### config.mk
export PLATFORM = sky130hd
export DESIGN_NAME = addr_decoder_ws
export DESIGN_NICKNAME = d
export VERILOG_FILES = /design/src/rtl/addr_decoder_ws.sv
export SDC_FILE = /design/constraint.sdc
export NUM_CORES = 1
export LEC_CHECK = 0
export CAP_MARGIN = 25
export CORE_MARGIN = 3
export CORE_UTILIZATION = 60
export DETAILED_ROUTE_END_ITERATION = 12
export PLACE_DENSITY = 0.8
export SLEW_MARGIN = 10
export SYNTH_ARGS = -nofsm -noshare
export SYNTH_HDL_FRONTEND = slang
export SYNTH_SLANG_ARGS = --single-unit
### constraint.sdc
create_clock -name clock -period 3.7 [get_ports clock]
set_input_delay 0.74 -clock clock [delete_from_list [all_inputs] [get_ports clock]]
set_output_delay 0.74 -clock clock [all_outputs]
set_load 0.01 [all_outputs]
### src/rtl/addr_decoder_ws.sv
// Programmable chip-select decoder with per-region wait states.
// An ALE-latched address is matched against a base/mask region table and drives one active-low chip select.
module addr_decoder_ws #(
  parameter int unsigned AW  = 16,
  parameter int unsigned NCS = 8,
  parameter int unsigned WSW = 4
) (
  input  logic           clock,
  input  logic           reset,
  input  logic [AW-1:0]  address,
  input  logic           MIO,
  input  logic           ALE,
  input  logic           bus_done,
  input  logic           cfg_we,
  input  logic [3:0]     cfg_idx,
  input  logic [AW-1:0]  cfg_base,
  input  logic [AW-1:0]  cfg_mask,
  input  logic           cfg_mio,
  input  logic [WSW-1:0] cfg_ws,
  input  logic           cfg_en,
  output logic [NCS-1:0] cs,
  output logic           ready,
  output logic           err
);

  localparam int unsigned IW = (NCS > 1) ? $clog2(NCS) : 1;

  typedef enum logic [1:0] {IDLE, DECODE, WAIT, ACTIVE} state_t;

  state_t          state, state_d;
  logic [NCS-1:0]  cs_d;
  logic            ready_d, err_d;
  logic [WSW-1:0]  cnt, cnt_d;
  logic [AW-1:0]   addr_q;
  logic            mio_q;

  logic [AW-1:0]   r_base [NCS];
  logic [AW-1:0]   r_mask [NCS];
  logic [WSW-1:0]  r_ws   [NCS];
  logic [NCS-1:0]  r_mio, r_en;

  logic            hit;
  logic [IW-1:0]   win;
  logic [WSW-1:0]  win_ws;
  logic [NCS-1:0]  cs_hit;

  // Region table; indices at or beyond NCS never match the loop and are dropped.
  always_ff @(posedge clock) begin
    if (reset) begin
      r_mio <= '0;
      r_en  <= '0;
      for (int unsigned i = 0; i < NCS; i++) begin
        r_base[i] <= '0;
        r_mask[i] <= '0;
        r_ws[i]   <= '0;
      end
    end else begin
      for (int unsigned i = 0; i < NCS; i++) begin
        if (cfg_we && (cfg_idx == 4'(i))) begin
          r_base[i] <= cfg_base;
          r_mask[i] <= cfg_mask;
          r_ws[i]   <= cfg_ws;
          r_mio[i]  <= cfg_mio;
          r_en[i]   <= cfg_en;
        end
      end
    end
  end

  // Priority match: first (lowest-index) hit is kept.
  always_comb begin
    hit = 1'b0;
    win = '0;
    for (int unsigned i = 0; i < NCS; i++) begin
      if (!hit && r_en[i] && (r_mio[i] == mio_q) &&
          (((addr_q ^ r_base[i]) & r_mask[i]) == '0)) begin
        hit = 1'b1;
        win = IW'(i);
      end
    end
  end

  assign win_ws = r_ws[win];
  assign cs_hit = ~(NCS'(1) << win);

  always_comb begin
    state_d = state;
    cs_d    = cs;
    ready_d = ready;
    err_d   = 1'b0;
    cnt_d   = cnt;
    if (ALE) begin
      state_d = DECODE;
      cs_d    = '1;
      ready_d = 1'b0;
    end else begin
      unique case (state)
        IDLE: begin
          cs_d    = '1;
          ready_d = 1'b0;
        end
        DECODE: begin
          if (hit) begin
            cs_d    = cs_hit;
            cnt_d   = win_ws;
            ready_d = 1'b0;
            state_d = (win_ws == '0) ? ACTIVE : WAIT;
          end else begin
            cs_d    = '1;
            err_d   = 1'b1;
            ready_d = 1'b1;
            state_d = IDLE;
          end
        end
        WAIT: begin
          ready_d = 1'b0;
          cnt_d   = cnt - WSW'(1);
          if (cnt <= WSW'(1)) state_d = ACTIVE;
        end
        ACTIVE: begin
          // ready is registered one cycle behind entry to ACTIVE, giving ws+2 latency.
          if (bus_done) begin
            cs_d    = '1;
            ready_d = 1'b0;
            state_d = IDLE;
          end else begin
            ready_d = 1'b1;
          end
        end
        default: begin
          cs_d    = '1;
          ready_d = 1'b0;
          state_d = IDLE;
        end
      endcase
    end
  end

  always_ff @(posedge clock) begin
    if (reset) begin
      state  <= IDLE;
      cs     <= '1;
      ready  <= 1'b0;
      err    <= 1'b0;
      cnt    <= '0;
      addr_q <= '0;
      mio_q  <= 1'b0;
    end else begin
      state <= state_d;
      cs    <= cs_d;
      ready <= ready_d;
      err   <= err_d;
      cnt   <= cnt_d;
      if (ALE) begin
        addr_q <= address;
        mio_q  <= MIO;
      end
    end
  end

endmodule

# Word-level counts from Yosys, hierarchy flattened
# Memory sizes are Yosys's and may differ from the RTL's.
# Cells that the tools add are included.
[classes]
multipliers = 0
n_div = 0
shifts = 1
add_sub_neg = 1
reduce_logical = 60
n_lt_le_gt_ge = 1
n_eq_ne = 23
n_bitwise = 43
muxes = 79
[op_table]
columns = ["op", "n"]
rows = [
  ["16-bit 2-to-1 mux", 16],
  ["16-bit bitwise AND", 8],
  ["16-bit zero test", 8],
  ["16-bit XOR", 8],
  ["1-bit 2-to-1 mux", 39],
  ["4-bit 2-to-1 mux", 9],
  ["1-bit logical AND", 31],
  ["1-bit bitwise OR", 24],
  ["8-bit one-hot mux with 3 select lines", 1],
  ["3-bit 2-to-1 mux", 6],
  ["4-bit by 3-bit == test with 1-bit output (second input constant)", 4],
  ["8-bit 2-to-1 mux", 2],
  ["3-bit AND reduction", 3],
  ["1-bit == test", 8],
  ["4-bit by 2-bit == test with 1-bit output (second input constant)", 2],
  ["4-bit zero test", 2],
  ["8-bit inverter", 1],
  ["4-bit one-hot mux with 2 select lines", 1],
  ["1-bit by 3-bit left shift with 8-bit output (first input constant)", 1],
  ["1-bit zero test", 7],
  ["2-bit 2-to-1 mux", 3],
  ["2-bit inequality test (second input constant)", 3],
  ["3-bit inequality test (second input constant)", 2],
  ["2-bit one-hot mux with 3 select lines", 1],
  ["14 further kinds", 18],
]
[word_totals]
latch_bits = 0
output_inout_bits = 10
n_memories = 3
romBits = 0
word_cells = 235
reg_bits = 49
ram_bits = 288
[mem_list]
columns = ["memory", "depth", "width", "read_ports", "rd_ports_with_merged_regs", "wr", "line", "source"]
rows = [
  ["r_base", 8, 16, 8, 0, 8, "37", "logic [AW-1:0] r_base [NCS];"],
  ["r_mask", 8, 16, 8, 0, 8, "38", "logic [AW-1:0] r_mask [NCS];"],
  ["r_ws", 8, 4, 1, 0, 8, "39", "logic [WSW-1:0] r_ws [NCS];"],
]

# Longest topological paths before layout
# Gate-level depths: netlist (run 1).
# An unclocked memory read counts as a cell.
[logic_depth]
word_depth = 47
depth_mapped = 14
depth_no_buf = 11

# Worst setup path before layout (run 1)
# OpenSTA, ideal clock, no wires.
[synth_path]
path_kind = "flip-flop to flip-flop"
startpoint = "register addr_q[15]"
endpoint = "register state[0]"
arrival_time_ns = 2.934
synth_period_minus_slack_ns = 3.030
required_time_ns = 3.604
path_slack_ns = 0.670
stages_incl_launch_ff = 15
n_path_buf = 3
cell_sequence = "dfxtp_1 buf_6 xor2_1 a22o_1 a2111oi_2 and3_1 buf_6 a211oi_2 or3_1 buf_6 nand2_4 mux2_4 a22o_1 or2_1 o41ai_2"
[synth_between]
elab_chain_len = 46
word_cells_on_any_way = 74
cone_classes = "19 x mux; 16 x bitwise; 38 x reduce/logical; 1 x memory"
[synth_rtl]
columns = ["item", "line", "source"]
rows = [
  ["from (decl)", "34", "logic [AW-1:0] addr_q;"],
  ["from (signal assigned)", "155", "addr_q <= address;"],
  ["16-bit XOR", "76", "(((addr_q ^ r_base[i]) & r_mask[i]) == '0)) begin"],
  ["16-bit bitwise AND", "76", ""],
  ["16-bit zero test", "76", ""],
  ["1-bit logical AND", "75", "if (!hit && r_en[i] && (r_mio[i] == mio_q) &&"],
  ["1-bit 2-to-1 mux", "75", ""],
  ["1-bit zero test", "75", ""],
  ["1-bit logical AND (3 in a row)", "75", ""],
  ["1-bit 2-to-1 mux", "75", ""],
  ["[26 not listed]", "--", ""],
  ["1-bit logical AND (3 in a row)", "75", ""],
  ["3-bit 2-to-1 mux", "75", ""],
  ["memory read 8 x 4 bit", "--", ""],
  ["4-bit zero test", "107", "state_d = (win_ws == '0) ? ACTIVE : WAIT;"],
  ["1-bit 2-to-1 mux", "107", ""],
  ["2-bit 2-to-1 mux *", "103", "if (hit) begin"],
  ["2-bit one-hot mux with 3 select lines *", "97", "unique case (state)"],
  ["1-bit 2-to-1 mux *", "92", "if (ALE) begin"],
  ["to (signal assigned)", "149", "state <= state_d;"],
  ["to (decl)", "30", "state_t state, state_d;"],
]
# Every way passes the cells marked *; elsewhere a longest branch is shown, timed or not.
# A chain may end at the register's enable or synchronous reset.

# Final worst setup path (run 1)
[layout_path]
startpoint = "register addr_q[1]"
endpoint = "register state[0]"
# Same word-level chain as after synthesis.

==> results.json, run 1 <==
{
  "cp.required_ps": 4120,
  "hold_viol_final": 0,
  "wirelength_um": 37600,
  "dpl.hpwl_um": 25200,
  "cts_buffers": 36,
  "period_minus_slack_ps": 3470,
  "cts_num_sinks": 337,
  "outcome": "finished, final reports clean",
  "drt_first_pass_iters": 8,
  "worst_pin_slew_ps": 677,
  "drtAntennaViolNets": 0,
  "insertion_delay_ps": 510,
  "fmax_mhz": 288,
  "track_usage_pct": 28.5,
  "rows": 56,
  "holdWs_ps": 468,
  "gp_congestion": 0.940,
  "finalCritPeriodShare_pct": 93.9,
  "clk_pin_slew_ps": 60,
  "max-cap-violations": 0,
  "wl_per_cell_um": 22.9,
  "ys_types": 72,
  "die-area_um2": 26700,
  "die-width_um": 163,
  "netlist_area_um2": 14900,
  "cts_tree": "done",
  "power.leakage_nw": 6.68,
  "fill_cells": 1518,
  "grt_setup_unrepaired": "no",
  "cts_buffer_depth": 3,
  "grt_antenna_before_repair": 0,
  "synth_edf_count": 288,
  "final_nets": 1363,
  "grt_pass1_vias": 9625,
  "setup_ws_ps": 225,
  "crit_type": "reg -> reg",
  "drtIter0Drc": 1374,
  "boundaryPins": 74,
  "hp-class": "reg -> reg",
  "syn2layout_area_growth_pct": 15.7,
  "synth_cells": 1194,
  "die_h_um": 163,
  "syn_nets": 1266,
  "ys_seq_elements": 337,
  "powerDensity_nw_per_um2": 509,
  "endpoint_kind": "register",
  "vdd_drop_max_v": 0.000301,
  "ys_seq_area_share_pct": 64.8,
  "grt_overflow_total": 0,
  "grt_pass1_wl_um": 56200,
  "avgViaCountPerCell": 5.99,
  "initial_utilization_pct": 62.2,
  "h-tree-depth": 2,
  "worstPathArrival_ps": 3890,
  "drive_gt1_share_pct": 10.8,
  "synthArstFlopShare_pct": 0,
  "grt_max_degree": 42,
  "crit_fanout": 7,
  "finClkSkew_ps": 12.5,
  "synthFlopType": "edfxtp_1",
  "syn_area_per_cell_um2": 12.5,
  "final.setup.tns_ps": 0,
  "vias": 9819,
  "n_antenna_cell": 0,
  "io_buffers": 73,
  "slew_headroom_pct": 54.9,
  "place_inst": 1571,
  "pre_cts_ws_ps": 184,
  "drc_errors": 0,
  "drv_slew": 0,
  "ys_warn_count": 0,
  "setup_viol": 0,
  "coreArea_um2": 23900,
  "stdcell_count": 1638,
  "startpoint_type": "register",
  "root_buffer": "clkbuf_16"
}
## critical path: stages, from the launching register on
cell	delay, ps
dfxtp_1	570
buf_4	210
xor2_1	70
a22o_1	180
a2111oi_0	450
and3_2	340
a211oi_2	70
or3_1	440
nand2_4	110
mux2_4	300
a22o_1	200
or2_1	240
o41ai_2	190
## cell families after synthesis
logic type / share of synthesized area [%]
buffers and inverters: 3.62
flip-flops: 64.8
multiplexers: 2.74
AND/OR/NAND/NOR: 14.3
AO/OA/AOI/OAI: 5.84
adder cells (fa/ha/maj): 0.673
XOR/XNOR: 8.01
## Yosys cell counts (all sizes together) (6+ instances only)
cell,n,area share [%]
edfxtp,288,58
nor2,267,6.7
xor2,129,7.6
nand2,69,1.8
dfxtp,49,6.6
inv,45,1.2
nand2b,45,1.9
a22oi,37,1.9
mux2i,37,2.5
clkbuf,32,0.95
buf,30,1.5
nand3,13,0.50
o21ai,12,0.48
a22o,11,0.65
nand4,11,0.46
a21oi,9,0.30
ha,8,0.67
and3,7,0.37
and4,7,0.45
nor3,7,0.27
nor4,7,0.48
xnor2,7,0.41
a2111oi,6,0.56
## metrics by stage
stage          instance area [um^2]  power (mW)  util, %
4_1_cts                       17200        8.76     72.0
5_1_grt                       17200        8.99     72.0
2_1_floorplan                 14900        4.95        -
3_3_place_gp                  16000        5.25     67.1
3_5_place_dp                  16000        5.26     67.1
6_report                      17200        8.76     72.0
## power by group
group	switching, mW	internal [mW]	total, mW
registers	0.114	4.36	4.48
logic	0.458	0.276	0.733
clock network	1.43	2.12	3.55
total	2.00	6.76	8.76
## worst paths after layout
| path | from | end | slack, ps | depth (start not counted) |
|---|---|---|---|---|
| worst min register to register | cnt[1] | cnt[1] | 470 | 2 |
| worst max register to register | addr_q[1] | state[0] | 230 | 12 |
| worst max-delay path | addr_q[1] | state[0] | 230 | 12 |
| worst min-delay path | cnt[1] | cnt[1] | 470 | 2 |
## placed cells by master (no fill, tap or decap), types with 4 or more instances in the layout
master,netlist,layout
clkdlybuf4s50_1,0,72
xnor2_1,7,7
nand3b_1,5,5
ha_1,8,8
nand2b_2,0,6
clkbuf_1,29,10
a21oi_1,9,9
inv_1,44,44
a22oi_1,37,37
mux2i_1,37,37
a222oi_1,5,5
a22o_1,11,11
nand2b_1,45,39
and3_1,4,4
xor2_1,129,129
buf_4,12,45
dfxtp_1,49,48
nand3_1,11,11
o211ai_1,5,5
and4_1,5,5
o21ai_0,8,8
nor3_1,6,6
nor2_1,267,267
clkbuf_16,0,37
nor4_1,4,4
nand4_1,11,11
clkinv_2,0,6
nand2_1,67,67
edfxtp_1,288,288
## layout make-up
| type | count | area, um^2 | area share (%) |
|---|---|---|---|
| clock buffers | 50 | 1000 | 5.84 |
| inverters | 45 | 171 | 0.996 |
| multi-input cells | 750 | 4710 | 27.4 |
| flip-flops and latches | 337 | 9630 | 56.0 |
| clock inverters | 16 | 164 | 0.953 |
| well taps | 319 | 399 | 2.32 |
| repair buffers | 121 | 1120 | 6.53 |
## metal layers
layer  global-route usage, %  vias to the layer above  part of all wire (%)
met5                       0                        -                     0
met4                    10.4                        0                   3.7
met3                    6.11                      113                    12
met2                    44.2                      604                    46
met1                    40.3                     4738                    39
li1                        -                     4364                     -
## sequential cells by signal, indices dropped and copies added, names as in the netlist, 4 cells and up
signal	cells
r_ws	32
addr_q	16
r_mask	128
r_mio	8
r_base	128
r_en	8
cnt	4
cs	8
## what timing repair did
action	in CTS	in global routing
resized for setup	0	1
buffers inserted	0	1
hold buffers	0	0
setup endpoints to repair	0	2
Power figures use the tool's default switching activity.
==> run 2, diff against run 1 <==
--- a/config.mk
+++ b/config.mk
@@ -5,6 +5,7 @@
 export SDC_FILE = /design/constraint.sdc
 export NUM_CORES = 1
 export LEC_CHECK = 0
+export ABC_AREA = 0
 export CAP_MARGIN = 25
 export CORE_MARGIN = 3
 export CORE_UTILIZATION = 60
==> results of run 2 <==
The final DEF is identical to that of run 1; final timing and power are the same.
==> run 3, diff against run 2 <==
--- a/config.mk
+++ b/config.mk
@@ -8,9 +8,10 @@
 export ABC_AREA = 0
 export CAP_MARGIN = 25
 export CORE_MARGIN = 3
-export CORE_UTILIZATION = 60
+export CORE_UTILIZATION = 62
+export CTS_BUF_LIST = sky130_fd_sc_hd__clkbuf_4
 export DETAILED_ROUTE_END_ITERATION = 12
-export PLACE_DENSITY = 0.8
+export PLACE_DENSITY = 0.82
 export SLEW_MARGIN = 10
 export SYNTH_ARGS = -nofsm -noshare
 export SYNTH_HDL_FRONTEND = slang
==> run 3 against run 2 <==
Fmax is 0.22% higher. Register-to-register slack about the same. Count of clock-buffer cells in the layout rose by 70. Total power decreased by 5.7%. Die area down 3.1%. Flip-flop and latch count unchanged. Combinational power grew 2%. Critical path depth grew 1. Setup slack better by 7.8 ps. Clock power decreased by 14%. Critical path type unchanged.
==> results.json, run 3 (synthesis results as in run 1) <==
{
  "worst_pin_slew_ps": 865,
  "drtIter0Drc": 1496,
  "holdPathStages": 2,
  "period_minus_slack_ps": 3470,
  "reg2reg_from": "addr_q[4]",
  "worstReg2RegEnd": "state[0]",
  "vias": 10300,
  "slowest_stage": "dfxtp_1",
  "setup_viol": 0,
  "post_cts_buffers": 0,
  "initial_utilization_pct": 63.1,
  "rows": 56,
  "drtAntennaViolNets": 0,
  "worstPathArrival_ps": 4050,
  "crit_type": "reg -> reg",
  "crit_fanout": 8,
  "power.leakage_nw": 6.75,
  "drive_gt1_share_pct": 15.7,
  "hp-class": "reg -> reg",
  "hold_viol_final": 0,
  "comb_power_share_pct": 9.0,
  "min_to": "cs[0]",
  "final_common_cell": "edfxtp_1",
  "worstHoldStart": "cs[0]",
  "final_nets": 1411,
  "startpoint_type": "register",
  "clk_pin_slew_ps": 70,
  "grt_setup_unrepaired": "no",
  "p_seq_share_pct": 54.1,
  "gp_congestion": 0.988,
  "final.setup.tns_ps": 0,
  "cts_tree": "done",
  "drc_errors": 0,
  "drt_first_pass_iters": 6,
  "cp_cell_sequence": "buf_4, xor2_1, a22oi_1, nand4_1, or3_1, a211oi_2, or3_1, buf_4, mux2i_1, nand2_1, nand3_1, nand2_1, o41ai_2",
  "dpl.hpwl_um": 25900,
  "endpoint_kind": "register",
  "p_int_mw": 6.21,
  "cts_buffers": 82,
  "final_util_pct": 72.8,
  "fmax_mhz": 288,
  "cp.required_ps": 4280,
  "h-tree-depth": 3,
  "clkPwrFrac_pct": 36.8,
  "mostFrequentLayoutCells": "edfxtp_1 (288), nor2_1 (267), xor2_1 (129), clkbuf_4 (120), clkdlybuf4s50_1 (72)",
  "grt_max_degree": 43,
  "die_h_um": 161,
  "wl_per_cell_um": 22.1,
  "insertion_delay_ps": 720,
  "die-width_um": 161,
  "design_area_um2": 17100,
  "hold_buffers": 0,
  "drv_slew": 0,
  "powerDensity_nw_per_um2": 482,
  "root_buffer": "clkbuf_4",
  "max-cap-violations": 0,
  "io_buffers": 73,
  "track_usage_pct": 29.5,
  "avgViaCountPerCell": 5.94,
  "grt_pass1_vias": 10100,
  "cts_num_sinks": 337,
  "place_area_um2": 16100,
  "coreArea_um2": 23500,
  "rr_worst_depth": 13,
  "grt_pass1_wl_um": 57500,
  "grt_antenna_before_repair": 1,
  "die-area_um2": 25900,
  "syn2layout_area_growth_pct": 15.2,
  "slew_headroom_pct": 41.8,
  "rrSetupSlack_ps": 230,
  "boundaryPins": 74,
  "finalCritPeriodShare_pct": 93.7,
  "cts_buffer_depth": 3,
  "largestRegisters": "r_base: 128 flops, r_mask: 128 flops, r_ws: 32 flops",
  "vdd_drop_max_v": 0.000256,
  "grt_overflow_total": 0,
  "p_sw_share_pct": 24.8,
  "cpPeakStageDelay_ps": 590,
  "outcome": "finished, final reports clean",
  "wirelength_um": 38100,
  "power_switching_mw": 2.05,
  "finalPower_mw": 8.26,
  "finClkSkew_ps": 47.7
}
==> run 3: routing by layer <==
metal / track usage [%] / vias to the layer above / share of wire (%)
met1: 40.9 / 4922 / 39
li1: - / 4526 / -
met5: 0 / - / 0
met3: 7.14 / 79 / 12
met2: 45.9 / 735 / 46
met4: 11.2 / 0 / 2.9
==> run 3: area by class of cell <==
type / instances / area, um^2
Tap cell: 319 / 399
Clock inverter: 32 / 155
Antenna cell: 1 / 2.50
Fill cell: 1484 / 6410
Timing Repair Buffer: 123 / 1150
Sequential cell: 337 / 9630
Clock buffer: 120 / 901
Multi-Input combinational cell: 750 / 4720
Inverter: 45 / 171
==> run 3: power groups by stage <==
stage / combinational [mW] / clock [mW] / sequential (mW)
2_1_floorplan: 0.442 / 0 / 4.51
5_1_grt: 0.789 / 3.27 / 4.48
6_report: 0.747 / 3.04 / 4.47
3_5_place_dp: 0.725 / 0 / 4.55
3_3_place_gp: 0.711 / 0 / 4.53
4_1_cts: 0.733 / 3.07 / 4.46
==> run 3: per-stage QoR <==
stage / hold slack, ps / worst slack [ps] / std cells
2_1_floorplan: 443 / 670 / 1194
3_3_place_gp: 466 / 282 / 1574
3_5_place_dp: 474 / 244 / 1574
4_1_cts: 487 / 184 / 1726
5_1_grt: 521 / 8.78 / 1727
6_report: 492 / 233 / 1727
==> run 3: how the worst max path moves through the flow <==
stage,start,to,slack (ps)
CTS,addr_q[13],state[0],180
floorplan,addr_q[15],state[0],670
global placement,addr_q[4],state[0],280
finish,addr_q[4],state[0],230
detailed placement,addr_q[13],state[0],240
global route,addr_q[8],state[0],9
==> run 3: what timing repair did <==
item	4_1_cts	5_1_grt
resized for setup	0	4
endpoints found under the hold margin	0	0
endpoints found under the setup margin	0	2
==> run 3: worst max-delay path, delay by kind of cell, from the launching register on <==
family,cells,cell delay (ps)
DFF,1,590
muxes,1,280
xor gates and xnor gates,1,80
and+or+nand+nor,6,1180
AOI/OAI and AO/OA,3,800
buffers and inverters,2,450
==> patch 1 (flow settings as in run 3) <==
Register the input `cfg_mask` before use. The logic sees it one clock later. The other inputs are not delayed to match.
--- a/src/rtl/addr_decoder_ws.sv
+++ b/src/rtl/addr_decoder_ws.sv
@@ -28,2 +28,8 @@
   typedef enum logic [1:0] {IDLE, DECODE, WAIT, ACTIVE} state_t;
+
+  logic [AW-1:0] cfg_mask_q;
+
+  always_ff @(posedge clock) begin
+    cfg_mask_q <= cfg_mask;
+  end
 
@@ -60,3 +66,3 @@
           r_base[i] <= cfg_base;
-          r_mask[i] <= cfg_mask;
+          r_mask[i] <= cfg_mask_q;
           r_ws[i]   <= cfg_ws;
Check against the original RTL: not equivalent (a bounded check fails within 4 cycles, from zero or initial values and one cycle with reset high).
==> patch 1 against run 3 <==
  * Worst setup slack got worse by 160 ps
  * Sequential power rose by 3%
  * Critical path type unchanged
  * Combinational power decreased by 9.1%
  * Synthesized cell count is 1.8% lower
  * Sequential cell count increased by 16
  * Area after synthesis hardly changed
  * Via count is 2.8% lower
  * Cell area increased by 0.97%
  * Total power up 3.5%
  * Sequential share of layout area grew 1.3 points
  * Non-clock buffer count rose by 4
  * Routed wire length shrank 2.3%
  * Largest power group unchanged
  * Core utilization up 0.71 points
==> patch 1: results (changes against run 3) <==
The logs give 1559 (was 1574) for the total instance count after detailed placement and 0.289 (was 0.295) for the total global-route track usage. The tools report the end point of the worst hold path as cfg_mask_q[13] (was cs[0]). The number of filler instances in the final layout was 1543 (was 1484). The logs give -25.2 ps (was 244 ps) for the pre-CTS setup slack and 39.1 ps (was 47.7 ps) for the clock skew after layout. The pin count of the biggest net entering global routing is 47 (was 43). Most used standard cells in the synthesized netlist: sky130_fd_sc_hd__edfxtp_1 (288), sky130_fd_sc_hd__nor2_1 (267), sky130_fd_sc_hd__xor2_1 (128) (was sky130_fd_sc_hd__edfxtp_1 (288), sky130_fd_sc_hd__nor2_1 (267), sky130_fd_sc_hd__xor2_1 (129)). For the number of global-route vias before repair, the log shows 9908 (was 10.1k). Layout cell share with drive strength beyond 1: 0.163 (was 0.157). The average routed wire per standard cell works out to 21.6 um (was 22.1 um). The tools report the deepest level of the CTS H-tree as 3 (unchanged).

For the data arrival time of the worst path, the log shows 4220 ps (was 4050 ps). The peak supply drop was 0.332 mV (was 0.256 mV); the leakage power summed over all cells was 0.00694 uW (was 0.00675 uW). The mean area per synthesized cell was 12.7 um^2 (was 12.5 um^2); the clock buffer count from CTS was 87 (was 82). The count of cells along the worst register-to-register path is 10 (was 13), and the worst-case headroom to the max-slew limit is 0.464 (was 0.418). The DRC marker count from the first detailed-route iteration was 1174 (was 1496); the largest fanout on the critical path was 7 (was 8). The capture instance of the worst register-to-register path was cnt[3] (was state[0]).

The run gives 0.735 (was 0.728) as the utilization of the core after routing. For the total cell area at the placement stage, the log shows 16100 um^2 (about the same). The cell depth of the worst hold path is 1 (was 2). The detail-routed via count per cell was 5.78 (was 5.94); the smallest hold slack was 486 ps (was 492 ps). Vias after detailed routing: 9971 (was 10.3k). The post-layout net count was 1402 (was 1411). The number of antenna violations at the first check in global routing was 1 (unchanged). The tools report the register-to-register setup slack as 70 ps (was 230 ps). The flow ran to the end, and the final reports show no timing, DRC or antenna violations.

For the first-pass GRT wire length, the log shows 56200 um (was 57500 um). The post-layout minimum cycle time is 3630 ps (was 3470 ps), and the count of distinct cell types in the synthesized netlist is 65 (was 72). The tools report the reg-to-reg startpoint as addr_q[14] (was addr_q[4]).

The routability congestion estimate was 0.868 (was 0.988). The worst min-delay path class is in -> reg (was reg -> reg). Dominant cells by area after synthesis: sky130_fd_sc_hd__edfxtp_1 (58%), sky130_fd_sc_hd__dfxtp_1 (8.7%), sky130_fd_sc_hd__xor2_1 (7.5%) (was sky130_fd_sc_hd__edfxtp_1 (58%), sky130_fd_sc_hd__xor2_1 (7.6%), sky130_fd_sc_hd__nor2_1 (6.7%)). Startpoint of the tightest hold check path: cfg_mask[13] (was cs[0]). The run gives 1244 (was 1266) as the synthesized netlist net count. The part of the Yosys area used for sequential elements was 0.669 (was 0.648); the first-pass iteration count of the detailed router was 5 (was 6). Detailed placer's ending HPWL: 25000 um (was 25900 um).
==> patch 1: cell types whose count changed after synthesis, moves of 4 or more <==
cell | run 3 | this run
sky130_fd_sc_hd__mux2i_1 | 37 | 33
sky130_fd_sc_hd__a221oi_1 | 0 | 4
sky130_fd_sc_hd__a22o_1 | 11 | 17
sky130_fd_sc_hd__nand2_1 | 67 | 43
sky130_fd_sc_hd__a22oi_1 | 37 | 26
sky130_fd_sc_hd__dfxtp_1 | 49 | 65
sky130_fd_sc_hd__a31oi_1 | 2 | 6
sky130_fd_sc_hd__o22ai_1 | 2 | 12
==> patch 1: worst max path at each step <==
stage | start | end | cells past startpoint
after CTS | addr_q[14] | state[0] | 11
after floorplan | addr_q[7] | state[0] | 11
after global routing | addr_q[14] | state[0] | 11
after global placement | addr_q[14] | state[0] | 11
after detailed placement | addr_q[14] | state[0] | 11
final | addr_q[14] | cnt[3] | 10
==> patch 1: worst max-delay path: stages (launching register included) <==
cell	delay, ps
sky130_fd_sc_hd__dfxtp_1	570
sky130_fd_sc_hd__xor2_1	130
sky130_fd_sc_hd__a22o_1	250
sky130_fd_sc_hd__a2111oi_1	740
sky130_fd_sc_hd__and3_1	320
sky130_fd_sc_hd__or2_1	250
sky130_fd_sc_hd__or3_1	320
sky130_fd_sc_hd__o22ai_1	130
sky130_fd_sc_hd__o31ai_1	420
sky130_fd_sc_hd__a31oi_1	150
sky130_fd_sc_hd__o32ai_1	220
==> patch 1: cell type report <==
type                       instances  share of cell area
tap                              319              0.0231
clock buffer                     139              0.0603
timing repair buffer             127              0.0668
multi-input combinational        714               0.258
sequential                       353               0.575
inverter                          47              0.0102
antenna                            1            0.000145
clock inverter                    24             0.00637
==> patch 1: metal layers <==
layer / vias to the layer above / track usage / share of wire
met3: 84 / 0.0709 / 0.11
met5: - / 0 / 0
li1: 4495 / - / -
met4: 0 / 0.108 / 0.032
met2: 638 / 0.447 / 0.46
met1: 4754 / 0.404 / 0.39
==> patch 1: cell families after synthesis <==
kind of cell	Yosys count	share of synthesized area
AND/OR/NAND/NOR	416	0.126
AO/OA/AOI/OAI	121	0.0635
buffers and inverters	105	0.0326
adder cells (fa/ha/maj)	8	0.00673
multiplexers	33	0.0222
flip-flops	353	0.669
XOR/XNOR	136	0.0801
==> patch 1: where the power goes <==
part | switching [uW] | internal (uW)
logic | 417 | 262
registers | 99.8 | 4500
clock network | 1550 | 1710
total | 2060 | 6480
==> patch 1: timing repair <==
item                       CTS  global route
resized for setup            1             2
setup buffers                0             1
pin swaps                    0             1
gates cloned                 0             0
setup endpoints to repair    2             2
==> patch 2 (flow settings as in run 3) <==
Without the edit above. Change the parameter `AW` from 16 to 17.
--- a/src/rtl/addr_decoder_ws.sv
+++ b/src/rtl/addr_decoder_ws.sv
@@ -3,3 +3,3 @@
 module addr_decoder_ws #(
-  parameter int unsigned AW  = 16,
+  parameter int unsigned AW  = 17,
   parameter int unsigned NCS = 8,
Interface: changed (resized address, cfg_base and cfg_mask); port bits go from 74 to 77. No check against the original RTL was run, so the function may have changed too.
==> patch 2 against run 3 <==
  * Area after synthesis up 3.7%
  * Cell area increased by 5.1%
  * Highest routed layer is now met5
  * Cell count rose by 5.0%
  * Maximum frequency down 4.0%
  * Clock skew down 9.3 ps
  * Total power up 6.8%
  * Core utilization up 1.1 points
  * Critical path type unchanged
  * Largest cell class unchanged
  * Worst setup slack lost 140 ps
  * Sequential cell count up 17
  * Routed wire length grew 12%
  * Critical path depth down 1
==> patch 2: results (changes against run 3) <==
The worst-case headroom to the max-slew limit was 0.498 (was 0.418); the clock buffer count from CTS was 89 (was 82). The count of buffers inserted at the top-level ports was 76 (was 73); the number of enable flip-flop cells after synthesis was 304 (was 288). The data arrival time of the worst path came out at 4170 ps (was 4050 ps). Total global-route track usage: 0.324 (was 0.295). The XOR/XNOR share of the synthesized area came out at 0.0819 (was 0.0801). The first-pass GRT wire length was 63000 um (was 57500 um); the part of the Yosys area used for sequential elements was 0.657 (was 0.648).

The run finished with clean final reports. The detailed placer's ending HPWL is 29200 um (was 25900 um). The share of cell area taken by muxes after synthesis came out at 0.0266 (was 0.0274). The critical path's slowest cell is sky130_fd_sc_hd__nor4_1 (was sky130_fd_sc_hd__dfxtp_1). The detail-routed via count per cell is 5.94 (about the same), and the total instance count after detailed placement is 1648 (was 1574). The post-layout net count came out at 1490 (was 1411). Synthesized-area fraction occupied by ao, oa, aoi and oai cells: 0.0551 (was 0.0584).

Largest regs: r_base x136, r_mask x136, r_ws x32 (was r_base x128, r_mask x128, r_ws x32). Leakage power summed over all cells: 0.00715 uW (was 0.00675 uW). The count of distinct cell types in the synthesized netlist is 55 (was 72). The average routed wire per standard cell was 23.6 um (was 22.1 um). The largest stage delay on the critical path was 690 ps (was 590 ps).

The tools report the peak supply drop as 0.355 mV (was 0.256 mV). The routed wire length was 42700 um (was 38100 um); the layout cell share with drive strength beyond 1 was 0.155 (was 0.157). The largest fanout on the critical path was 5 (was 8); the arithmetic-cell share of the synthesized area counting full adders, half adders and majority gates was 0.00650 (was 0.00673).

Dominant cells by area after synthesis: sky130_fd_sc_hd__edfxtp_1 (59%), sky130_fd_sc_hd__xor2_1 (7.9%), sky130_fd_sc_hd__nor2_1 (6.9%) (was sky130_fd_sc_hd__edfxtp_1 (58%), sky130_fd_sc_hd__xor2_1 (7.6%), sky130_fd_sc_hd__nor2_1 (6.7%)). Most used standard cells in the synthesized netlist: sky130_fd_sc_hd__edfxtp_1 (304), sky130_fd_sc_hd__nor2_1 (284), sky130_fd_sc_hd__xor2_1 (139) (was sky130_fd_sc_hd__edfxtp_1 (288), sky130_fd_sc_hd__nor2_1 (267), sky130_fd_sc_hd__xor2_1 (129)). Number of filler instances in the final layout: 1634 (was 1484).
-- patch 2: changes by cell type in the layout (fill, tap and decap cells not counted), sizes merged, moves of 7 or more --
| cell | before | now |
|---|---|---|
| nor2 | 267 | 285 |
| clkbuf | 120 | 136 |
| edfxtp | 288 | 304 |
| buf | 51 | 64 |
| nand4 | 11 | 24 |
| xor2 | 129 | 139 |
| a21oi | 9 | 2 |
| a221oi | 0 | 7 |
-- patch 2: metal layers --
| layer | routed length [um] | global-route usage | vias to the layer above |
|---|---|---|---|
| li1 | - | - | 4771 |
| met1 | 16700 | 0.454 | 5216 |
| met2 | 19800 | 0.502 | 667 |
| met3 | 4580 | 0.0654 | 110 |
| met4 | 1620 | 0.128 | 2 |
| met5 | 13 | 0 | - |
-- patch 2: layout make-up --
class / count / share of cell area
Sequential cell: 354 / 0.563
Multi-Input combinational cell: 781 / 0.267
Timing Repair Buffer: 140 / 0.0730
Clock buffer: 136 / 0.0567
Tap cell: 324 / 0.0225
Inverter: 49 / 0.0102
Clock inverter: 27 / 0.00792
Antenna cell: 2 / 0.000278
-- patch 2: per-stage QoR --
step                setup slack [ps]  cell area, um^2
detailed placement             -16.9            16800
floorplan                        747            15400
global placement               -70.1            16800
CTS                             45.1            18000
finish                          88.2            18000
global route                    35.2            18000
-- patch 2: kinds of logic after synthesis --
family	after synthesis
xor+xnor	144
simple gates	477
flops	354
mux	41
buf+inv	114
fa+ha+maj	8
compound gates	111
-- patch 2: critical path: cells and delay by family, from the launching register on --
kind,cells,cell delay (ps)
and+or+nand+nor,5,1430
muxes,1,330
AOI/OAI and AO/OA,3,870
DFF,1,330
buffers and inverters,2,370
xor gates and xnor gates,1,170
-- patch 2: worst paths after layout --
path / startpoint / to / slack (ps) / depth (start not counted)
min reg2reg: r_en[3] / r_en[3] / 500 / 2
max reg2reg: addr_q[0] / state[0] / 90 / 12
max: addr_q[0] / state[0] / 90 / 12
min: r_en[3] / r_en[3] / 500 / 2
-- patch 2: what timing repair did --
| action | in CTS | in global routing |
|---|---|---|
| resized for setup | 1 | 3 |
| setup buffers | 0 | 0 |
| pin swaps | 0 | 0 |
| endpoints found under the setup margin | 1 | 5 |
-- patch 2: report_power, final --
| part | internal (uW) | switching (uW) | total, uW |
|---|---|---|---|
| Clock | 1750 | 1550 | 3300 |
| Combinational | 295 | 518 | 813 |
| Sequential | 4580 | 121 | 4700 |
| Total | 6630 | 2190 | 8820 |
